==> config.mk <==
export PLATFORM = sky130hd
export DESIGN_NAME = afifo_rd_drain
export DESIGN_NICKNAME = d
export VERILOG_FILES = /design/src/rtl/afifo_rd_drain.sv
export SDC_FILE = /design/constraint.sdc
export NUM_CORES = 1
export LEC_CHECK = 0
export BUFFER_PORTS_ARGS = -buffer_cell sky130_fd_sc_hd__clkbuf_2
export CAP_MARGIN = 20
export CORE_MARGIN = 2
export CORE_UTILIZATION = 46
export DETAILED_ROUTE_END_ITERATION = 16
export PLACE_DENSITY = 0.68
export SLEW_MARGIN = 20
export SYNTH_ARGS = -nofsm -noshare
export SYNTH_HDL_FRONTEND = slang
export SYNTH_SLANG_ARGS = --single-unit
==> constraint.sdc <==
create_clock -name rdclk -period 8.44 [get_ports rdclk]
set_input_delay 1.688 -clock rdclk [delete_from_list [all_inputs] [get_ports rdclk]]
set_output_delay 1.688 -clock rdclk [all_outputs]
set_load 0.01 [all_outputs]
==> src/rtl/afifo_rd_drain.sv <==
// ---------------------------------------------------------------------------
// afifo_rd_drain
//
// Read-side drain adapter for the asynchronous FIFO (read clock domain only).
// Pops words from a FIFO read port with one-cycle read latency and presents
// them on a valid/ready stream through a 2-entry skid buffer, so one word per
// cycle is sustained even when m_ready toggles. Delivered words are counted.
//
// Ports:
//   rdclk         in   clock, rising edge
//   arst_n        in   asynchronous active-low reset
//   fifo_empty    in   FIFO read-side empty flag
//   fifo_rd_en    out  pop request to the FIFO (combinational)
//   fifo_rd_data  in   FIFO read data, valid the cycle after a pop
//   m_valid       out  stream word available (registered)
//   m_data        out  stream word (registered head of the buffer)
//   m_ready       in   downstream accepts
//   pop_count     out  number of words delivered, wraps modulo 2^CNT_WIDTH
// ---------------------------------------------------------------------------
module afifo_rd_drain #(
  parameter int DATA_WIDTH = 8,
  parameter int CNT_WIDTH  = 16
) (
  input  logic                  rdclk,
  input  logic                  arst_n,
  input  logic                  fifo_empty,
  output logic                  fifo_rd_en,
  input  logic [DATA_WIDTH-1:0] fifo_rd_data,
  output logic                  m_valid,
  output logic [DATA_WIDTH-1:0] m_data,
  input  logic                  m_ready,
  output logic [CNT_WIDTH-1:0]  pop_count
);

  // Buffer entry 0 is always the head; entry 1 only holds data when occ = 2.
  logic [DATA_WIDTH-1:0] buf0_q, buf0_d;
  logic [DATA_WIDTH-1:0] buf1_q, buf1_d;
  logic [1:0]            occ_q, occ_d;
  logic                  inflight_q, inflight_d;
  logic [CNT_WIDTH-1:0]  cnt_q, cnt_d;

  logic                  take;
  logic [2:0]            pending;

  // Pop credit: words already owned (buffered + in flight) minus the one
  // leaving this cycle must leave room for the word a pop now would return.
  always_comb begin
    take       = (occ_q != 2'd0) && m_ready;
    pending    = {1'b0, occ_q} + {2'b00, inflight_q} - {2'b00, take};
    fifo_rd_en = arst_n && !fifo_empty && (pending < 3'd2);
  end

  always_comb begin
    buf0_d     = buf0_q;
    buf1_d     = buf1_q;
    occ_d      = occ_q;
    inflight_d = fifo_rd_en;
    cnt_d      = take ? (cnt_q + CNT_WIDTH'(1)) : cnt_q;

    case ({inflight_q, take})
      2'b01: begin
        // Head leaves; the second entry (if any) moves up.
        buf0_d = buf1_q;
        occ_d  = occ_q - 2'd1;
      end
      2'b10: begin
        // Returning word goes to the tail. The occ = 2 case cannot occur
        // because the pop credit forbids it; guarded to keep occ in range.
        if (occ_q == 2'd0) begin
          buf0_d = fifo_rd_data;
          occ_d  = 2'd1;
        end else if (occ_q == 2'd1) begin
          buf1_d = fifo_rd_data;
          occ_d  = 2'd2;
        end
      end
      2'b11: begin
        // Write and take together: occupancy unchanged, order preserved.
        if (occ_q == 2'd1) begin
          buf0_d = fifo_rd_data;
        end else begin
          buf0_d = buf1_q;
          buf1_d = fifo_rd_data;
        end
      end
      default: ;
    endcase
  end

  always_ff @(posedge rdclk or negedge arst_n) begin
    if (!arst_n) begin
      buf0_q     <= '0;
      buf1_q     <= '0;
      occ_q      <= 2'd0;
      inflight_q <= 1'b0;
      cnt_q      <= '0;
    end else begin
      buf0_q     <= buf0_d;
      buf1_q     <= buf1_d;
      occ_q      <= occ_d;
      inflight_q <= inflight_d;
      cnt_q      <= cnt_d;
    end
  end

  assign m_valid   = (occ_q != 2'd0);
  assign m_data    = buf0_q;
  assign pop_count = cnt_q;

  // A returning word must always find a free slot.
  a_no_overflow: assert property (@(posedge rdclk) disable iff (!arst_n)
    !(inflight_q && !take && (occ_q == 2'd2)));

  a_occ_range: assert property (@(posedge rdclk) disable iff (!arst_n)
    occ_q != 2'd3);

endmodule

* Word-level counts from Yosys, hierarchy flattened
Index checks and enable logic that the tools add are counted. W data, S select, Z words.
Word-level totals: memories kept 0, word-level logic and storage cells 39, input bits 12, memory bits (read-only) 0, bits in latches 0, RAM bits 0, output and inout bits 26, flip-flop bits (word level) 35
Cells by class: eq/ne operators 8, add/sub/neg operators 4, shifts and indexed selects 0, divide/modulo/power cells 0, magnitude comparators 1, bitwise logic cells 0, multipliers 0, muxes and demuxes 9, reduce and logical (&&, ||, !) cells 12
Operator list (count):
- $mux W8 | 4
- $pmux W8 S3 | 1
- $add A16 B1 Y16 const B | 1
- $pmux W8 S2 | 1
- $ne A2 B2 Y1 const B | 3
- $reduce_bool A2 Y1 | 3
- $eq A2 B1 Y1 const B | 2
- $eq A2 B2 Y1 const B | 2
- $mux W2 | 2
- $pmux W2 S2 | 1
- $reduce_and A2 Y1 | 2
- $add A2 B1 Y3 | 1
- $logic_and A1 B1 Y1 | 3
- $lt A3 B2 Y1 const B | 1
- $ne A3 B3 Y1 const B | 1
- $reduce_and A3 Y1 | 1
- $reduce_bool A3 Y1 | 1
- $sub A3 B1 Y3 | 1
- $logic_not A2 Y1 | 1
- $sub A2 B1 Y2 const B | 1
- $logic_not A1 Y1 | 1

* Longest topological paths before layout
depth in word-level cells 5, depth in mapped cells 10

* Worst setup path before layout
Ideal clock, no wire load.
path kind input port to output port, start point input m_ready, end point output fifo_rd_en, stages on the path 8, path slack 3436 ps, data required time 6752 ps, buffers on the path 1, data arrival time 3316 ps, cell sequence nor2b_1 -> clkbuf_1 -> inv_1 -> ha_1 -> nand2b_1 -> fa_1 -> xor2_1 -> nor3_1
Between the ends: longest elaborated chain between the ends 4
RTL lines:
- start, declared | RTL line 31 | input logic m_ready,
- $logic_and A1 B1 Y1 | RTL line 48 | take = (occ_q != 2'd0) && m_ready;
- $sub A3 B1 Y3 | RTL line 49 | pending = {1'b0, occ_q} + {2'b00, inflight_q} - {2'b00, take};
- $lt A3 B2 Y1 | RTL line 50 | fifo_rd_en = arst_n && !fifo_empty && (pending < 3'd2);
- $logic_and A1 B1 Y1 | RTL line 50
- end, declared | RTL line 27 | output logic fifo_rd_en,
No other way between the ends.

* Worst setup path after layout
Same ends and word-level chain as after synthesis.

==> results.sh <==
export IMPL_worstMarginPinSlew_ns=0.908
export IMPL_drc=0
export IMPL_place_congestion=0.700
export IMPL_status="finished, final reports clean"
export IMPL_hold_class="flop to flop"
export IMPL_hold_buffers=0
export IMPL_synth_compound_area_share_pct=8.53
export IMPL_die_h_um=65.6
export IMPL_worstHoldPathCells=1
export IMPL_clk_path_buf_depth=2
export IMPL_crit_fanout=7
export IMPL_synth_top_family_by_area="simple AND/OR/NAND/NOR gates"
export IMPL_clock_fmax_mhz=188
export IMPL_ff2ff_path_depth=9
export IMPL_fin_worst_skew_ns=0.00437
export IMPL_required_ns=6.75
export IMPL_portBuffers=37
export IMPL_coreArea_um2=3660
export IMPL_ys_types=32
export IMPL_synth_seq_area_share_pct=50.2
export IMPL_total_power_uw=647
export IMPL_drv_slew=0
export IMPL_rsz0062_at_grt="no"
export IMPL_reg2reg_setup_slack_ns=5.60
export IMPL_synth_top_area_share_pct=50.2
export IMPL_p_leak_uw=0.000992
export IMPL_ctsRootBufferMaster="clkbuf_8"
export IMPL_holdPathEnd="pop_count[15]$_DFFE_PN0P_"
export IMPL_synth_seq_cells=35
export IMPL_rows=22
export IMPL_netlist_area_um2=1750
export IMPL_ys_warn_count=0
export IMPL_use_met1_pct=22.6
export IMPL_synthXorXnorAreaFrac_pct=8.53
export IMPL_die_area_um2=4300
export IMPL_synth_fa_ha_area_share_pct=4.01
export IMPL_firstDrtPassIters=4
export IMPL_holdWs_ns=0.469
export IMPL_cts_resized_gates=0
export IMPL_synth_edf_count=0
export IMPL_grt_overflow_total=0
export IMPL_drv_cap=0
export IMPL_cp_end_kind="output port"
export IMPL_clk_pin_slew_ns=0.07
export IMPL_fp_dieW_um=65.6
export IMPL_ios=38
export IMPL_avgViaCountPerCell=5.28
export IMPL_p_per_area_nw_per_um2=316
export IMPL_grt_pass1_wl_um=5870
export IMPL_gr_usage_met3_pct=6.51
export IMPL_htreeDepth=2
export IMPL_ys_flop_type="dfrtp_1"
export IMPL_synth_area_leader_cell="dfrtp_1"
export IMPL_fin_crit_ns=5.33
export IMPL_setup_violations=0
export IMPL_insertion_delay_ns=0.28
export IMPL_grt_pass1_vias=1300
export IMPL_antenna_left=0
export IMPL_async_flop_share_pct=100
export IMPL_dpl_hpwl_um=2580
export IMPL_globalRouteMet2Util_pct=30.4
export IMPL_final_layout_size_suffix_gt1_share_pct=27.2
export IMPL_start_kind="primary input"
export IMPL_hold_violations=0
export IMPL_crit_arrival_ns=3.64
export IMPL_grt_max_degree=37
export IMPL_post_cts_buffers=0
export IMPL_busiest_layer="met2"
export IMPL_drtIter0Drc=51
export IMPL_peakVddDrop_v=0.000145
export IMPL_synth_simple_area_share_pct=19.2
export IMPL_relSlewSlack_pct=39.5
export IMPL_synth_area_mux_share_pct=6.95
export IMPL_post_drt_wl_per_cell_um=14.2
export IMPL_initial_core_util_pct=47.7
export IMPL_antenna_found_initial=0
export IMPL_wl_um=3560
export IMPL_fin_area_um2=2050
export IMPL_netlist_top_cells_area="dfrtp_1, mux2_2, xnor2_1"
export IMPL_cts_tree="yes"
export IMPL_antenna_cells=0
export IMPL_syn_inst=162
export IMPL_r2r_start="occ_q[1]$_DFFE_PN0P_"
export IMPL_post_route_period_util_pct=63.2
export IMPL_cts_made_buffers=5
export IMPL_timing_rr_end="buf1_q[4]$_DFFE_PN0P_"
export IMPL_clock_sinks=35
export IMPL_fin_tns_setup_ns=0
export IMPL_min_delay_start="pop_count[15]$_DFFE_PN0P_"
export IMPL_syn2layout_area_growth_pct=17.2
export IMPL_fillers=349
export IMPL_grt_usage_pct=18.5
export IMPL_vias=1319
export IMPL_synth_avg_cell_area_um2=10.8
export IMPL_dpl_cell_area_um2=1960
export IMPL_synth_nets=179
export IMPL_critPathKind="primary input to output port"
export IMPL_nets=218
cell families after synthesis:
| family | after synthesis |
|---|---|
| AO/OA/AOI/OAI | 21 |
| XOR/XNOR | 17 |
| adder cells (fa/ha/maj) | 5 |
| buffers and inverters | 10 |
| flip-flops | 35 |
| multiplexers | 11 |
| AND/OR/NAND/NOR | 63 |
worst max path at each step:
stage	slack, ns	cells past startpoint	to	from
final	3.11	9	fifo_rd_en	m_ready
after global routing	2.97	9	fifo_rd_en	m_ready
after CTS	3.08	9	fifo_rd_en	m_ready
after detailed placement	3.09	9	fifo_rd_en	m_ready
after global placement	3.14	9	fifo_rd_en	m_ready
after floorplan	3.44	8	fifo_rd_en	m_ready
cells in the final DEF (no fill, tap or decap), drive strengths merged, types with 3 or more instances in the layout:
| master | instances |
|---|---|
| a211oi | 8 |
| a31oi | 8 |
| clkbuf | 44 |
| dfrtp | 35 |
| ha | 4 |
| inv | 5 |
| mux2 | 9 |
| nand2 | 21 |
| nand4 | 3 |
| nor2 | 14 |
| nor3 | 3 |
| nor3b | 9 |
| xnor2 | 10 |
| xor2 | 7 |
metal layers:
layer | up-vias | share of wire (%)
met4 | 0 | 0.23
met3 | 2 | 4.8
met2 | 33 | 52
met1 | 640 | 43
met5 | - | 0
li1 | 644 | -
synth_stat cells, types with 2 or more instances:
cell type	instances
mux2i_1	2
xor2_1	7
nand2_1	21
nor2_1	14
a211oi_1	8
nor3b_1	9
xnor2_1	10
nor2b_1	2
nand4_1	3
nor3_1	2
mux2_2	9
dfrtp_1	35
nand3b_1	2
a31oi_1	8
o211ai_1	2
ha_1	4
nand3_1	2
nand2b_1	2
inv_1	5
clkbuf_1	3
layout make-up:
| type | instances | area [µm²] | area share, % |
|---|---|---|---|
| clock buffers | 7 | 76.3 | 3.73 |
| clock inverters | 1 | 5.00 | 0.245 |
| inverters | 5 | 18.8 | 0.917 |
| flip-flops and latches | 35 | 876 | 42.8 |
| well taps | 48 | 60.1 | 2.94 |
| multi-input cells | 117 | 825 | 40.3 |
| repair buffers | 37 | 185 | 9.05 |
critical path, stage by stage:
cell      delay [ns]
clkbuf_2        0.14
nor2b_1         0.37
inv_1           0.08
ha_1            0.27
nand2b_1        0.16
fa_1            0.38
xor2_1          0.15
nor3_1          0.23
clkbuf_2        0.18
registers in the layout, indices dropped and copies added, names as in the netlist:
signal / count
pop_count: 16
buf1_q: 8
m_data: 8
occ_q: 2
inflight_q: 1
metrics by stage:
step | utilization (%) | instances | setup slack (ns)
5_1_grt | 55.9 | 250 | 2.97
2_1_floorplan | - | 162 | 3.44
3_5_place_dp | 53.7 | 242 | 3.09
6_report | 55.9 | 250 | 3.11
4_1_cts | 55.9 | 250 | 3.08
3_3_place_gp | 53.7 | 242 | 3.14
power by group:
group          internal [µW]  total (µW)  switching (µW)  leakage (µW)
clock network           57.8         115            57.1     0.0000422
registers                229         276            47.3      0.000440
logic                    117         256             139      0.000510
total                    403         647             243      0.000992
Power figures use the tool's default switching activity.
